<file path="config.mk">
export PLATFORM = sky130hd
export DESIGN_NAME = dflow_replay_reader_flat
export DESIGN_NICKNAME = d
export VERILOG_FILES = /design/src/rtl/dflow_pkg.sv /design/src/rtl/dflow_replay_reader_if.sv /design/src/rtl/dflow_rd_credit.sv /design/src/rtl/dflow_replay_reader.sv /design/src/flat_wrapper.sv
export SDC_FILE = /design/constraint.sdc
export NUM_CORES = 1
export LEC_CHECK = 0
export ABC_AREA = 0
export ABC_CLOCK_PERIOD_IN_PS = 4300
export CAP_MARGIN = 20
export CORE_MARGIN = 2
export CORE_UTILIZATION = 34
export CTS_BUF_LIST = sky130_fd_sc_hd__clkbuf_8
export DETAILED_ROUTE_END_ITERATION = 6
export MAX_ROUTING_LAYER = met4
export PLACE_DENSITY = 0.72
export SYNTH_ARGS = -nofsm -noshare
export SYNTH_HDL_FRONTEND = slang
export SYNTH_SLANG_ARGS = --single-unit
</file>
<file path="constraint.sdc">
create_clock -name clk -period 4.3 [get_ports clk]
set_input_delay 0.86 -clock clk [delete_from_list [all_inputs] [get_ports clk]]
set_output_delay 0.86 -clock clk [all_outputs]
set_load 0.05 [all_outputs]
</file>
<file path="src/rtl/dflow_pkg.sv">
`default_nettype none
// +--------------------------------------------------------------------+
// | dflow_pkg : shared widths and replay FSM encoding for dflow blocks |
// | rev 1.0                                                            |
// +--------------------------------------------------------------------+
package dflow_pkg;

  localparam int DFLOW_REC_WIDTH  = 144;
  localparam int DFLOW_ADDR_WIDTH = 19;

  typedef enum logic [2:0] {
    IDLE     = 3'd0,
    WAIT_CAL = 3'd1,
    ISSUE    = 3'd2,
    DRAIN    = 3'd3,
    DONE     = 3'd4
  } replay_state_t;

endpackage
`default_nettype wire

</file>
<file path="src/rtl/dflow_replay_reader_if.sv">
`default_nettype none
// +--------------------------------------------------------------------+
// | dflow_replay_reader_if : QDR read port + outqueue FIFO write port  |
// | rev 1.0                                                            |
// +--------------------------------------------------------------------+
interface dflow_replay_reader_if
  import dflow_pkg::*;
#(
  parameter int MEM_ADDR_WIDTH = DFLOW_ADDR_WIDTH,
  parameter int MEM_DATA_WIDTH = DFLOW_REC_WIDTH
);
  logic                      app_rd_cmd;
  logic [MEM_ADDR_WIDTH-1:0] app_rd_addr;
  logic                      app_rd_valid;
  logic [MEM_DATA_WIDTH-1:0] app_rd_data;
  logic                      fifo_wr_en;
  logic [MEM_DATA_WIDTH-1:0] fifo_data;
  logic                      fifo_nearly_full;

  modport master (
    output app_rd_cmd, app_rd_addr, fifo_wr_en, fifo_data,
    input  app_rd_valid, app_rd_data, fifo_nearly_full
  );

  modport slave (
    input  app_rd_cmd, app_rd_addr, fifo_wr_en, fifo_data,
    output app_rd_valid, app_rd_data, fifo_nearly_full
  );
endinterface
`default_nettype wire

</file>
<file path="src/rtl/dflow_rd_credit.sv">
`default_nettype none
// +--------------------------------------------------------------------+
// | dflow_rd_credit : in-flight QDR read counter with issue permission |
// | rev 1.0                                                            |
// +--------------------------------------------------------------------+
module dflow_rd_credit #(
  parameter int MAX_OUTSTANDING = 16
) (
  input  logic clk,
  input  logic rst,
  input  logic issue,
  input  logic ret,
  output logic can_issue,
  output logic drained_next
);
  localparam int CW = $clog2(MAX_OUTSTANDING) + 1;

  logic [CW-1:0] r_count;
  logic [CW-1:0] w_next;

  // A return with nothing outstanding is illegal upstream; hold at zero.
  always_comb begin
    w_next = r_count;
    if (issue && !ret)
      w_next = r_count + CW'(1);
    else if (ret && !issue && (r_count != '0))
      w_next = r_count - CW'(1);
  end

  always_ff @(posedge clk) begin
    if (rst) r_count <= '0;
    else     r_count <= w_next;
  end

  assign can_issue    = (r_count < CW'(MAX_OUTSTANDING));
  assign drained_next = (w_next == '0);
endmodule
`default_nettype wire

</file>
<file path="src/rtl/dflow_replay_reader.sv">
`default_nettype none
// +--------------------------------------------------------------------+
// | dflow_replay_reader : replays QDR records [low,high) N passes      |
// | rev 1.0                                                            |
// +--------------------------------------------------------------------+
module dflow_replay_reader
  import dflow_pkg::*;
#(
  parameter int MEM_ADDR_WIDTH     = DFLOW_ADDR_WIDTH,
  parameter int MEM_DATA_WIDTH     = DFLOW_REC_WIDTH,
  parameter int REPLAY_COUNT_WIDTH = 32,
  parameter int MAX_OUTSTANDING    = 16
) (
  input  logic                          clk,
  input  logic                          rst,
  input  logic                          sw_rst,
  input  logic                          cal_done,
  input  logic                          start_replay,
  input  logic                          abort_replay,
  input  logic [REPLAY_COUNT_WIDTH-1:0] replay_count,
  input  logic [MEM_ADDR_WIDTH-1:0]     addr_low,
  input  logic [MEM_ADDR_WIDTH-1:0]     addr_high,
  dflow_replay_reader_if.master         bus,
  output logic                          replay_busy,
  output logic                          replay_done,
  output logic [REPLAY_COUNT_WIDTH-1:0] passes_done
);
  replay_state_t                 r_state;
  logic                          r_start_q;
  logic [MEM_ADDR_WIDTH-1:0]     r_low, r_high, r_addr, r_cmd_addr;
  logic [REPLAY_COUNT_WIDTH-1:0] r_count;
  logic                          r_cmd, r_wr_en;
  logic [MEM_DATA_WIDTH-1:0]     r_wr_data;

  logic w_rst, w_start_edge, w_window, w_issue, w_last, w_finish;
  logic w_can_issue, w_drained_next, w_fwd;
  logic [REPLAY_COUNT_WIDTH-1:0] w_pass_next;

  assign w_rst        = rst | sw_rst;
  assign w_start_edge = start_replay & ~r_start_q;
  // Issuing starts on the WAIT_CAL exit edge so the first read lands two cycles after start.
  assign w_window     = (r_state == ISSUE) ||
                        ((r_state == WAIT_CAL) && cal_done && (r_high != r_low));
  assign w_issue      = w_window && !bus.fifo_nearly_full && w_can_issue && !abort_replay;
  assign w_last       = (r_addr == r_high - MEM_ADDR_WIDTH'(1));
  assign w_pass_next  = passes_done + REPLAY_COUNT_WIDTH'(1);
  assign w_finish     = w_issue && w_last && (r_count != '0) && (w_pass_next == r_count);
  assign w_fwd        = bus.app_rd_valid && (r_state != IDLE);

  dflow_rd_credit #(.MAX_OUTSTANDING(MAX_OUTSTANDING)) u_credit (
    .clk          (clk),
    .rst          (w_rst),
    .issue        (w_issue),
    .ret          (bus.app_rd_valid),
    .can_issue    (w_can_issue),
    .drained_next (w_drained_next)
  );

  always_ff @(posedge clk) begin
    if (w_rst) begin
      r_state     <= IDLE;
      r_start_q   <= 1'b0;
      r_low       <= '0;
      r_high      <= '0;
      r_addr      <= '0;
      r_count     <= '0;
      r_cmd       <= 1'b0;
      r_cmd_addr  <= '0;
      r_wr_en     <= 1'b0;
      r_wr_data   <= '0;
      replay_busy <= 1'b0;
      replay_done <= 1'b0;
      passes_done <= '0;
    end else begin
      r_start_q   <= start_replay;
      r_cmd       <= w_issue;
      r_wr_en     <= w_fwd;
      replay_done <= 1'b0;
      if (w_fwd) r_wr_data <= bus.app_rd_data;

      if (w_issue) begin
        r_cmd_addr <= r_addr;
        if (w_last) begin
          r_addr      <= r_low;
          passes_done <= w_pass_next;
        end else begin
          r_addr <= r_addr + MEM_ADDR_WIDTH'(1);
        end
      end

      case (r_state)
        IDLE: if (w_start_edge) begin
          r_low       <= addr_low;
          r_high      <= addr_high;
          r_addr      <= addr_low;
          r_count     <= replay_count;
          passes_done <= '0;
          replay_busy <= 1'b1;
          r_state     <= WAIT_CAL;
        end
        WAIT_CAL: if (cal_done) begin
          if (r_high == r_low) begin
            replay_done <= 1'b1;
            r_state     <= DONE;
          end else if (abort_replay || w_finish) begin
            r_state <= DRAIN;
          end else begin
            r_state <= ISSUE;
          end
        end
        ISSUE: if (abort_replay || w_finish) r_state <= DRAIN;
        DRAIN: if (w_drained_next) begin
          replay_done <= 1'b1;
          r_state     <= DONE;
        end
        DONE: begin
          replay_busy <= 1'b0;
          r_state     <= IDLE;
        end
        default: r_state <= IDLE;
      endcase
    end
  end

  assign bus.app_rd_cmd  = r_cmd;
  assign bus.app_rd_addr = r_cmd_addr;
  assign bus.fifo_wr_en  = r_wr_en;
  assign bus.fifo_data   = r_wr_data;
endmodule
`default_nettype wire
</file>
<file path="src/flat_wrapper.sv">
// flat-port wrapper written by rule: the top's interface ports become plain ports
module dflow_replay_reader_flat import dflow_pkg::*;
#(
  parameter int MEM_ADDR_WIDTH     = DFLOW_ADDR_WIDTH,
  parameter int MEM_DATA_WIDTH     = DFLOW_REC_WIDTH,
  parameter int REPLAY_COUNT_WIDTH = 32,
  parameter int MAX_OUTSTANDING    = 16
)
  (clk, rst, sw_rst, cal_done, start_replay, abort_replay, replay_count, addr_low, addr_high, replay_busy, replay_done, passes_done, bus_app_rd_cmd, bus_app_rd_addr, bus_fifo_wr_en, bus_fifo_data, bus_app_rd_valid, bus_app_rd_data, bus_fifo_nearly_full);
  dflow_replay_reader_if #(.MEM_ADDR_WIDTH(MEM_ADDR_WIDTH), .MEM_DATA_WIDTH(MEM_DATA_WIDTH)) bus_i ();
  input  logic clk;
  input  logic rst;
  input  logic sw_rst;
  input  logic cal_done;
  input  logic start_replay;
  input  logic abort_replay;
  input  logic [REPLAY_COUNT_WIDTH-1:0] replay_count;
  input  logic [MEM_ADDR_WIDTH-1:0] addr_low;
  input  logic [MEM_ADDR_WIDTH-1:0] addr_high;
  output logic replay_busy;
  output logic replay_done;
  output logic [REPLAY_COUNT_WIDTH-1:0] passes_done;
  output wire logic [$bits(bus_i.app_rd_cmd)-1:0] bus_app_rd_cmd;
  output wire logic [$bits(bus_i.app_rd_addr)-1:0] bus_app_rd_addr;
  output wire logic [$bits(bus_i.fifo_wr_en)-1:0] bus_fifo_wr_en;
  output wire logic [$bits(bus_i.fifo_data)-1:0] bus_fifo_data;
  input wire logic [$bits(bus_i.app_rd_valid)-1:0] bus_app_rd_valid;
  input wire logic [$bits(bus_i.app_rd_data)-1:0] bus_app_rd_data;
  input wire logic [$bits(bus_i.fifo_nearly_full)-1:0] bus_fifo_nearly_full;
  assign bus_app_rd_cmd = bus_i.app_rd_cmd;
  assign bus_app_rd_addr = bus_i.app_rd_addr;
  assign bus_fifo_wr_en = bus_i.fifo_wr_en;
  assign bus_fifo_data = bus_i.fifo_data;
  assign bus_i.app_rd_valid = bus_app_rd_valid;
  assign bus_i.app_rd_data = bus_app_rd_data;
  assign bus_i.fifo_nearly_full = bus_fifo_nearly_full;
  dflow_replay_reader #(.MEM_ADDR_WIDTH(MEM_ADDR_WIDTH), .MEM_DATA_WIDTH(MEM_DATA_WIDTH), .REPLAY_COUNT_WIDTH(REPLAY_COUNT_WIDTH), .MAX_OUTSTANDING(MAX_OUTSTANDING)) u_core (.clk(clk), .rst(rst), .sw_rst(sw_rst), .cal_done(cal_done), .start_replay(start_replay), .abort_replay(abort_replay), .replay_count(replay_count), .addr_low(addr_low), .addr_high(addr_high), .bus(bus_i), .replay_busy(replay_busy), .replay_done(replay_done), .passes_done(passes_done));
endmodule
</file>
=== Word-level counts from Yosys, hierarchy flattened ===
Index checks and enable logic that the tools add are counted.

* Reduce and logical (&&, ||, !) cells: 27
* Bitwise operators: 3
* Divide/modulo/power cells: 0
* Eq/ne operators: 12
* Add/sub/neg operators: 5
* Shifts and indexed selects: 0
* Mux-type cells: 23
* Magnitude comparators: 1
* $mul: 0

{| class="wikitable"
|+ Operator list
! operator !! number
|-
| $mux 32 || 4
|-
| $mux 19 || 4
|-
| $eq 19x19->1 || 2
|-
| $add 32x1->32 const B || 1
|-
| $eq 32x32->1 || 1
|-
| $reduce_bool 32->1 || 1
|-
| $add 19x1->19 const B || 1
|-
| $ne 19x19->1 || 1
|-
| $sub 19x1->19 const B || 1
|-
| $mux 3 || 5
|-
| $logic_and 1x1->1 || 12
|-
| $pmux 3 s4 || 1
|-
| $mux 5 || 2
|-
| $eq 3x2->1 const B || 2
|-
| $ne 2x2->1 const B || 3
|-
| $add 5x1->5 const B || 1
|-
| $logic_not 5->1 || 1
|-
| $lt 5x5->1 const B || 1
|-
| $mux 1 || 5
|-
| $reduce_bool 5->1 || 1
|-
| $sub 5x1->5 const B || 1
|-
| $logic_not 1->1 || 4
|-
| $pmux 1 s2 || 2
|-
| $reduce_and 2->1 || 2
|-
| other kinds (11) || 12
|}

* Flip-flop bits (word level): 297
* Memory bits (writable): 0
* Memories kept: 0
* Logic and storage cells: 85
* Input bits: 222
* ROM bits: 0
* Bits in latches: 0

=== Longest topological paths before layout ===
Gate-level depths: netlist of run 1.

* Word-level depth: 15
* Gate-level depth with buffers: 15
* Gate-level depth less buffers: 11

=== Modules after synthesis ===
A second synthesis of run 1 with hierarchy kept.

* Cell total of the unflattened synthesis: 1759
* Area total of the unflattened synthesis: 13661.9 sq um

{| class="wikitable"
|+ Modules (own cells, without submodules)
! module !! instances !! area each (sq um) !! sequential area each (sq um) !! cells each
|-
| dflow_replay_reader || 1 || 13264.0 || 5845.6 || 1713
|-
| dflow_rd_credit || 1 || 397.9 || 100.1 || 46
|}

=== Worst setup path after synthesis of run 1 ===
Ideal clock, no wire load.

* Kind: register -> register
* From: reg u_core.passes_done[13]
* To: reg u_core.r_state[0]
* Data arrival time: 3240 ps
* Buffers on the path: 1
* Data required time: 4230 ps
* Path slack: 990 ps
* Stages on the path, launching flop included: 10
* Path through: dfxtp_1 -> buf_2 -> nand4_1 -> nor3_1 -> nand3_1 -> or4b_2 -> a211o_1 -> nor4_1 -> a211oi_1 -> a21oi_1

* Longest elaborated chain between the ends: 8
* Elaborated cells between the ends (all ways): 10

{| class="wikitable"
|+ Ends and longest elaborated chain
! what !! RTL line !! source
|-
| start: declaration || dflow_replay_reader.sv:26 || <nowiki>output logic [REPLAY_COUNT_WIDTH-1:0] passes_done</nowiki>
|-
| start signal: assignment || dflow_replay_reader.sv:85 || <nowiki>passes_done <= w_pass_next;</nowiki>
|-
| $add 32x1->32 * || dflow_replay_reader.sv:46 || <nowiki>assign w_pass_next = passes_done + REPLAY_COUNT_WIDTH'(1);</nowiki>
|-
| $eq 32x32->1 * || dflow_replay_reader.sv:47 || <nowiki>assign w_finish = w_issue && w_last && (r_count != '0) && (w_pass_next == r_count);</nowiki>
|-
| $logic_and 1x1->1 * || dflow_replay_reader.sv:47 ||
|-
| $logic_or 1x1->1 * || dflow_replay_reader.sv:105, dflow_replay_reader.sv:111 ||
|-
| $mux 1 || dflow_replay_reader.sv:105 || <nowiki>end else if (abort_replay || w_finish) begin</nowiki>
|-
| $mux 3 || dflow_replay_reader.sv:102 || <nowiki>if (r_high == r_low) begin</nowiki>
|-
| $mux 3 || dflow_replay_reader.sv:101 || <nowiki>WAIT_CAL: if (cal_done) begin</nowiki>
|-
| $pmux 3 s4 || dflow_replay_reader.sv:91 || <nowiki>case (r_state)</nowiki>
|-
| end signal: assignment || dflow_replay_reader.sv:104 || <nowiki>r_state <= DONE;</nowiki>
|-
| end signal: assignment || dflow_replay_reader.sv:106 || <nowiki>r_state <= DRAIN;</nowiki>
|-
| end signal: assignment || dflow_replay_reader.sv:108 || <nowiki>r_state <= ISSUE;</nowiki>
|-
| end: declaration || dflow_replay_reader.sv:28 || <nowiki>replay_state_t r_state;</nowiki>
|}

Mark *: on every way between the ends. The rest lies on a longest branch, timed or not. The select of a mux whose other input is x is not followed.
A chain may end at the register's enable or synchronous reset.

=== Worst setup path in the final report of run 1 ===
* From: reg u_core.r_high[0]
* To: reg u_core.r_addr[16]

* Longest elaborated chain between the ends: 9
* Elaborated cells between the ends (all ways): 12

{| class="wikitable"
|+ Ends and longest elaborated chain
! what !! RTL line !! source
|-
| start: declaration || dflow_replay_reader.sv:30 || <nowiki>logic [MEM_ADDR_WIDTH-1:0] r_low, r_high, r_addr, r_cmd_addr;</nowiki>
|-
| start signal: assignment || dflow_replay_reader.sv:94 || <nowiki>r_high <= addr_high;</nowiki>
|-
| branches (longest 6 deep; another with $sub 19x1->19) || - ||
|-
| $mux 19 * || dflow_replay_reader.sv:81 || <nowiki>if (w_issue) begin</nowiki>
|-
| $mux 19 || dflow_replay_reader.sv:92 || <nowiki>IDLE: if (w_start_edge) begin</nowiki>
|-
| $mux 19 * || dflow_replay_reader.sv:91 ||
|-
| end signal: assignment || dflow_replay_reader.sv:84 || <nowiki>r_addr <= r_low;</nowiki>
|-
| end signal: assignment || dflow_replay_reader.sv:87 || <nowiki>r_addr <= r_addr + MEM_ADDR_WIDTH'(1);</nowiki>
|-
| end signal: assignment || dflow_replay_reader.sv:95 || <nowiki>r_addr <= addr_low;</nowiki>
|-
| end: declaration || dflow_replay_reader.sv:30 ||
|}

Mark *: on every way between the ends.

==> flow_metrics.tcl, run 1 <==
set metrics [dict create \
    clk_pin_slew_worst_paths_ns 0.06 \
    dp_cells 2572 \
    required_ns 4.88 \
    synth_warnings 0 \
    min_period_over_period_pct 87.2 \
    syn2layout_area_growth_pct 42.1 \
    pwr-share-clk_pct 43.3 \
    final_area_mm2 0.0192 \
    io_pins 421 \
    clock_sinks 297 \
    clk_latency_ns 0.65 \
    rsz0062_at_grt "no" \
    fin_tns_setup_ns 0 \
    die-area_mm2 0.0413 \
    syn-num-nets 1967 \
    grt_max_degree 112 \
    p_int_mw 4.60 \
    path_max_fanout 35 \
    layout-drive-gt1-share_pct 6.64 \
    hold_buffers 0 \
    clk_path_buf_depth 3 \
    cp-end-kind "flop" \
    path_cells "inv_1 -> ha_1 -> nor4b_1 -> nand3_1 -> a2111o_1 -> a211oi_2 -> nand4_1 -> or3b_1 -> buf_4 -> mux2_4 -> a211o_1 -> a21oi_1" \
    slew_headroom_pct 44.4 \
    synth-seq-area-share_pct 44.1 \
    post_cts_buffers 0 \
    finalPower_mw 6.28 \
    routed_wl_um 47900 \
    hold_violations 0 \
    drtPass1Iterations 7 \
    synthArstFlopShare_pct 0 \
    maxSlewViolCount 0 \
    setup_ws_ns 0.552 \
    skew_ns 0.0334 \
    worst_pin_slew_ns 0.834 \
    vias 13700 \
    htree_levels 2 \
    combPwrFrac_pct 11.3 \
    critPathKind "flop to flop" \
    layout.cells.non_filler 2671 \
    grt_use_total_pct 23.0 \
    core_mm2 0.0389 \
    clockRootBuffer "clkbuf_8" \
    final_nets 2336 \
    min_period_ns 3.75 \
    start_util_pct 34.6 \
    p_switching_mw 1.69 \
    run_status "complete, no violations" \
    cts_resized 0 \
    gp_congestion 0.923 \
    drc_errors 0 \
    maxCapViolCount 0 \
    start_kind "flop" \
    fillers 3804 \
    dpl.hpwl_um 34900 \
    grt_pass1_wl_um 73200 \
    setup_viol 0 \
    max_freq_ghz 0.267 \
    row_count 72 \
    critical-path-slowest-cell "nor4b_1" \
    rrSetupSlack_ns 0.55 \
    multi_input_area_mm2 0.00697 \
    grt_pass1_vias 13500 \
    max_stage_delay_ns 0.45 \
    switching_share_pct 26.9 \
    pre_cts_slack_ns 0.434 \
    hold_slack_ns 0.452 \
    min_path_cells 2 \
    syn-cell-area_mm2 0.0135 \
    placed_cell_area_mm2 0.0180 \
    grt_antenna_before_repair 1 \
    seq_area_mm2 0.00595 \
    ys.flop_type "dfxtp_1" \
    cp.arrival_ns 4.33 \
    power_frac_seq_pct 45.4 \
    avgSynthCellArea_um2 7.75 \
    ant_nets 0 \
    drt_iter0_drc 787 \
    irDropWorstVdd_v 0.000258 \
    fin_util_pct 49.2 \
    p_leak_nw 6.43 \
    grt_overflow_total 0 \
    synth_cell_types 76 \
    vias_per_cell 5.14 \
    hold_path.class "flop to flop" \
    ff2ff_path_depth 12 \
    fp.dieH_um 203 \
    synth_edf_count 0 \
    cts_tree "yes" \
    fp.dieW_um 203 \
    netlist_instances 1740 \
    synth-seq-cells 297 \
    numPortBuffers 420 \
    cts_buffers 53 \
    p_per_area_mw_per_mm2 328 \
    routedWlPerCell_um 17.9 \
]
[registers in the layout (all words and copies together), names as in the netlist]
register and cells:
u_core.r_high 19, u_core.u_credit.r_count 5, u_core.bus.fifo_data 144, u_core.bus.app_rd_addr 19, u_core.replay_done 1, u_core.replay_busy 1
u_core.bus.app_rd_cmd 1, u_core.r_start_q 1, u_core.passes_done 32, u_core.r_state 3, u_core.r_count 32, u_core.r_low 19
u_core.r_addr 19, u_core.bus.fifo_wr_en 1
[layout make-up]
| type | count | share of cell area, % |
|---|---|---|
| tap | 518 | 3.38 |
| timing repair buffer | 443 | 23.1 |
| clock buffer | 67 | 4.82 |
| inverter | 15 | 0.294 |
| multi-input combinational | 1299 | 36.4 |
| antenna | 1 | 0.0131 |
| clock inverter | 31 | 0.921 |
| sequential | 297 | 31.0 |
[cell families (layout without fill, tap and decap cells)]
group           count (synthesis)  in the layout  share of synthesized area [%]
other cells                     0              1                              0
flops                         297            297                           44.1
mux                            19             19                           1.64
simple gates                  777            777                           26.1
fa+ha+maj                       5              5                          0.464
xor+xnor                      103            103                           6.75
buf+inv                       144            556                           4.50
compound gates                395            395                           16.4
[cells in the mapped netlist, types with 3 or more instances]
| cell | count | area, um2 |
|---|---|---|
| nand2_1 | 513 | 1930 |
| dfxtp_1 | 297 | 5950 |
| a21oi_1 | 281 | 1410 |
| clkbuf_1 | 105 | 394 |
| xnor2_1 | 68 | 596 |
| nor2_1 | 64 | 240 |
| o21ai_0 | 35 | 175 |
| xor2_1 | 34 | 298 |
| nand4_1 | 33 | 206 |
| nand3_1 | 29 | 145 |
| nor3_1 | 22 | 110 |
| nor4_1 | 22 | 138 |
| or3_1 | 19 | 119 |
| inv_1 | 15 | 56.3 |
| and3_1 | 12 | 75.1 |
| a31oi_1 | 11 | 68.8 |
| buf_1 | 11 | 41.3 |
| o221ai_1 | 10 | 87.6 |
| mux2i_1 | 9 | 90.1 |
| nand2b_1 | 8 | 50.1 |
| buf_2 | 7 | 35.0 |
| o31ai_1 | 7 | 52.6 |
| or4_1 | 7 | 52.6 |
| and2_1 | 6 | 37.5 |
| o211ai_1 | 6 | 45.0 |
| o21a_1 | 6 | 45.0 |
| a211oi_1 | 5 | 37.5 |
| ha_1 | 5 | 62.6 |
| mux2_2 | 5 | 56.3 |
| mux2_4 | 5 | 75.1 |
| nor2b_1 | 5 | 31.3 |
| nor4_2 | 5 | 62.6 |
| a211o_1 | 4 | 35.0 |
| buf_6 | 4 | 45.0 |
| a221oi_1 | 3 | 26.3 |
| a41oi_1 | 3 | 26.3 |
| and4_1 | 3 | 26.3 |
| nand3b_1 | 3 | 22.5 |
| nor3_2 | 3 | 30.0 |
| nor4_4 | 3 | 63.8 |
| or2_2 | 3 | 18.8 |
[critical path: cells and delay by family, from the launching register on]
kind,cells,cell delay [ns]
AND/OR/NAND/NOR,4,1.23
AO/OA/AOI/OAI,4,1.02
buffers and inverters,2,0.40
flip-flops,1,0.37
multiplexers,1,0.36
adder cells (fa/ha/maj),1,0.27
[cells in the final DEF, fill, tap and decap left out, drive strengths merged, types with 4 or more instances in the layout]
master         synthesis  layout
clkdlybuf4s50          0     420
and3                  12      12
and2                   8       8
mux2i                  9       9
a21oi                281     281
clkinv                 0       9
nand2                513     513
ha                     5       5
a211oi                 6       6
nand4                 34      34
xnor2                 69      69
a31oi                 11      11
clkinvlp               0       4
dfxtp                297     297
inv                   15      32
nand3                 29      29
nor2b                  5       5
o21ai                 36      36
o211ai                 6       6
o31ai                  7       7
o221ai                10      10
buf                   24      23
mux2                  10      10
o21a                   6       6
a211o                  4       4
nor4                  30      30
xor2                  34      34
or4                    8       8
nand2b                 8       8
nor2                  64      64
or3                   19      19
nor3                  25      25
clkbuf               105      67
[worst paths after layout]
check / endpoint / from
setup reg to reg: u_core.r_addr[16]$_SDFF_PP0_ / u_core.r_high[0]$_SDFFE_PP0P_
setup / recovery: u_core.r_addr[16]$_SDFF_PP0_ / u_core.r_high[0]$_SDFFE_PP0P_
hold / removal: u_core.bus.fifo_data[72]$_SDFFE_PP0P_ / u_core.bus.fifo_data[72]$_SDFFE_PP0P_
hold reg to reg: u_core.bus.fifo_data[72]$_SDFFE_PP0P_ / u_core.bus.fifo_data[72]$_SDFFE_PP0P_
[per-layer routing]
metal	vias to the layer above	global-route usage (%)	share of wire [%]
li1	6690	-	-
met1	6394	25.9	39
met2	527	38.3	48
met3	120	5.77	8.2
met4	0	11.2	4.4
met5	-	-	0
[power groups by stage]
| stage | clock network [mW] | logic [mW] | registers, mW |
|---|---|---|---|
| global route | 2.91 | 0.766 | 2.86 |
| CTS | 2.80 | 0.714 | 2.85 |
| floorplan | 0 | 0.316 | 2.94 |
| global placement | 0 | 0.706 | 2.91 |
| finish | 2.72 | 0.709 | 2.85 |
| detailed placement | 0 | 0.710 | 2.91 |
(Power assumes the default switching activity.)
==> inputs of run 2 (changes only) <==
Settings changed: ABC_CLOCK_PERIOD_IN_PS 4300 to unset, SETUP_SLACK_MARGIN set to 0.15.
Clock period 4.3 ns to 4 ns, I/O delays scaled along.
==> run 2 against run 1 <==
Net effect:
- first-iteration DRC count up 17%
- clock power rose by 8.5%
- non-clock buffer count grew 14
- total power increased by 8.1%
- global-route usage about the same
- largest cell class unchanged
- largest power group unchanged
- highest routed layer unchanged
==> flow_metrics.tcl, run 2 (synthesis results as in run 1) <==
set metrics [dict create \
    grtUsageMet1_pct 26.3 \
    grt_use_met3_pct 5.64 \
    rsz0062_at_grt "no" \
    cts_buffers 54 \
    cts_tree "yes" \
    row_count 72 \
    clk_pin_slew_worst_paths_ns 0.06 \
    p_per_area_mw_per_mm2 351 \
    start_util_pct 34.6 \
    p_int_mw 5.01 \
    top_usage_layer "met2" \
    max_stage_delay_ns 0.43 \
    layout_commonest_cell "nand2_1" \
    irDropWorstVdd_v 0.000282 \
    numPortBuffers 420 \
    layout.cells.non_filler 2686 \
    final_nets 2351 \
    setup_viol 0 \
    ant_nets 0 \
    switching_share_pct 26.2 \
    worst_pin_slew_ns 0.793 \
    clk_path_buf_depth 3 \
    fin_tns_setup_ns 0 \
    hold_path.class "flop to flop" \
    start_kind "flop" \
    path_cells "inv_1 -> ha_1 -> nor4b_1 -> buf_4 -> nand3_1 -> a2111o_1 -> a211oi_2 -> nand4_1 -> or3b_1 -> buf_4 -> mux2_4 -> a211o_1 -> a21oi_1" \
    grt_pass1_wl_um 73000 \
    grt_overflow_total 0 \
    pwr-share-clk_pct 43.4 \
    syn2layout_area_growth_pct 43.5 \
    maxSlewViolCount 0 \
    fp.dieW_um 203 \
    routedWlPerCell_um 17.7 \
    die-area_mm2 0.0413 \
    post_cts_buffers 0 \
    dp_cells 2586 \
    largest_reg_flops 144 \
    routed_wl_um 47600 \
    gp_congestion 0.904 \
    htree_levels 2 \
    core_mm2 0.0389 \
    grt_max_degree 75 \
    critPathKind "flop to flop" \
    dpl.hpwl_um 35000 \
    crit_path_frequent_cell "buf_4" \
    maxCapViolCount 0 \
    min_path_cells 2 \
    critical-path-slowest-cell "or3b_1" \
    ff2ff_path_depth 13 \
    vias 13800 \
    fp.dieH_um 203 \
    grt_use_total_pct 23.0 \
    drt_iter0_drc 918 \
    cp.arrival_ns 4.15 \
    cp-end-kind "flop" \
    combPwrFrac_pct 11.4 \
    clk_latency_ns 0.64 \
    drc_errors 0 \
    io_pins 421 \
    clock_sinks 297 \
    grt_antenna_before_repair 6 \
    final_area_mm2 0.0193 \
    hold_violations 0 \
    p_leak_nw 6.53 \
    clockRootBuffer "clkbuf_8" \
    run_status "complete, no violations" \
    slew_headroom_pct 47.1 \
    placed_cell_area_mm2 0.0182 \
    min_period_ns 3.61 \
    skew_ns 0.0387 \
    drtPass1Iterations 7 \
    vias_per_cell 5.12 \
    max_freq_ghz 0.277 \
    layout-drive-gt1-share_pct 7.07 \
    finalPower_mw 6.79 \
    use_met2_pct 37.9 \
    mostFrequentLayoutCells "nand2_1, clkdlybuf4s50_1, dfxtp_1" \
    min_period_over_period_pct 90.1 \
    grt_pass1_vias 13400 \
    power_frac_seq_pct 45.2 \
    p_switching_mw 1.78 \
    path_max_fanout 24 \
    required_ns 4.54 \
]
run 2: cell types whose count changed in the layout (fill, tap and decap cells not counted), moves of 3 or more:
cell	before	now
buf_12	4	9
buf_4	19	28
clkbuf_8	67	71
clkinv_2	9	3
diode_2	1	4
inv_1	31	34
run 2: cell type report:
type / count / area (um2)
antenna: 4 / 10.0
timing repair buffer: 457 / 4590
clock inverter: 25 / 131
multi-input combinational: 1299 / 6980
fill: 3719 / 19600
inverter: 15 / 56.3
tap: 518 / 648
sequential: 297 / 5950
clock buffer: 71 / 977
run 2: power groups by stage:
| stage | logic, mW | registers [mW] | clock network (mW) |
|---|---|---|---|
| after CTS | 0.779 | 3.07 | 3.02 |
| after floorplan | 0.340 | 3.16 | 0 |
| after detailed placement | 0.774 | 3.13 | 0 |
| after global routing | 0.839 | 3.07 | 3.14 |
| after global placement | 0.772 | 3.13 | 0 |
| final | 0.777 | 3.07 | 2.95 |
run 2: final timing paths:
path / end / slack (ns) / start
setup / recovery: u_core.r_addr[16]$_SDFF_PP0_ / 0.39 / u_core.r_high[0]$_SDFFE_PP0P_
hold / removal: u_core.bus.fifo_data[12]$_SDFFE_PP0P_ / 0.45 / u_core.bus.fifo_data[12]$_SDFFE_PP0P_
setup reg to reg: u_core.r_addr[16]$_SDFF_PP0_ / 0.39 / u_core.r_high[0]$_SDFFE_PP0P_
hold reg to reg: u_core.bus.fifo_data[12]$_SDFFE_PP0P_ / 0.45 / u_core.bus.fifo_data[12]$_SDFFE_PP0P_
run 2: timing repair:
action	CTS	global route
endpoints found under the setup margin	0	8
endpoints found under the hold margin	0	0
resized for setup	0	1
hold buffers	0	0
run 2: through the flow:
| stage | util [%] | setup WS (ns) | hold slack, ns |
|---|---|---|---|
| floorplan | - | 0.690 | 0.457 |
| global placement | 46.8 | 0.380 | 0.441 |
| detailed placement | 46.8 | 0.341 | 0.446 |
| CTS | 49.7 | 0.347 | 0.454 |
| global route | 49.7 | 0.180 | 0.465 |
| finish | 49.7 | 0.395 | 0.451 |
run 2: routing by layer:
| metal | share of wire [%] | vias to the layer above |
|---|---|---|
| met5 | 0 | - |
| met4 | 4.6 | 0 |
| met3 | 8.1 | 129 |
| met2 | 48 | 542 |
| met1 | 39 | 6384 |
| li1 | - | 6702 |
run 2: critical path: cells and delay by family (launching register included):
kind,cells,cell delay [ns]
flops,1,0.37
buf+inv,3,0.51
fa+ha+maj,1,0.26
simple gates,4,1.04
compound gates,4,1.00
mux,1,0.33
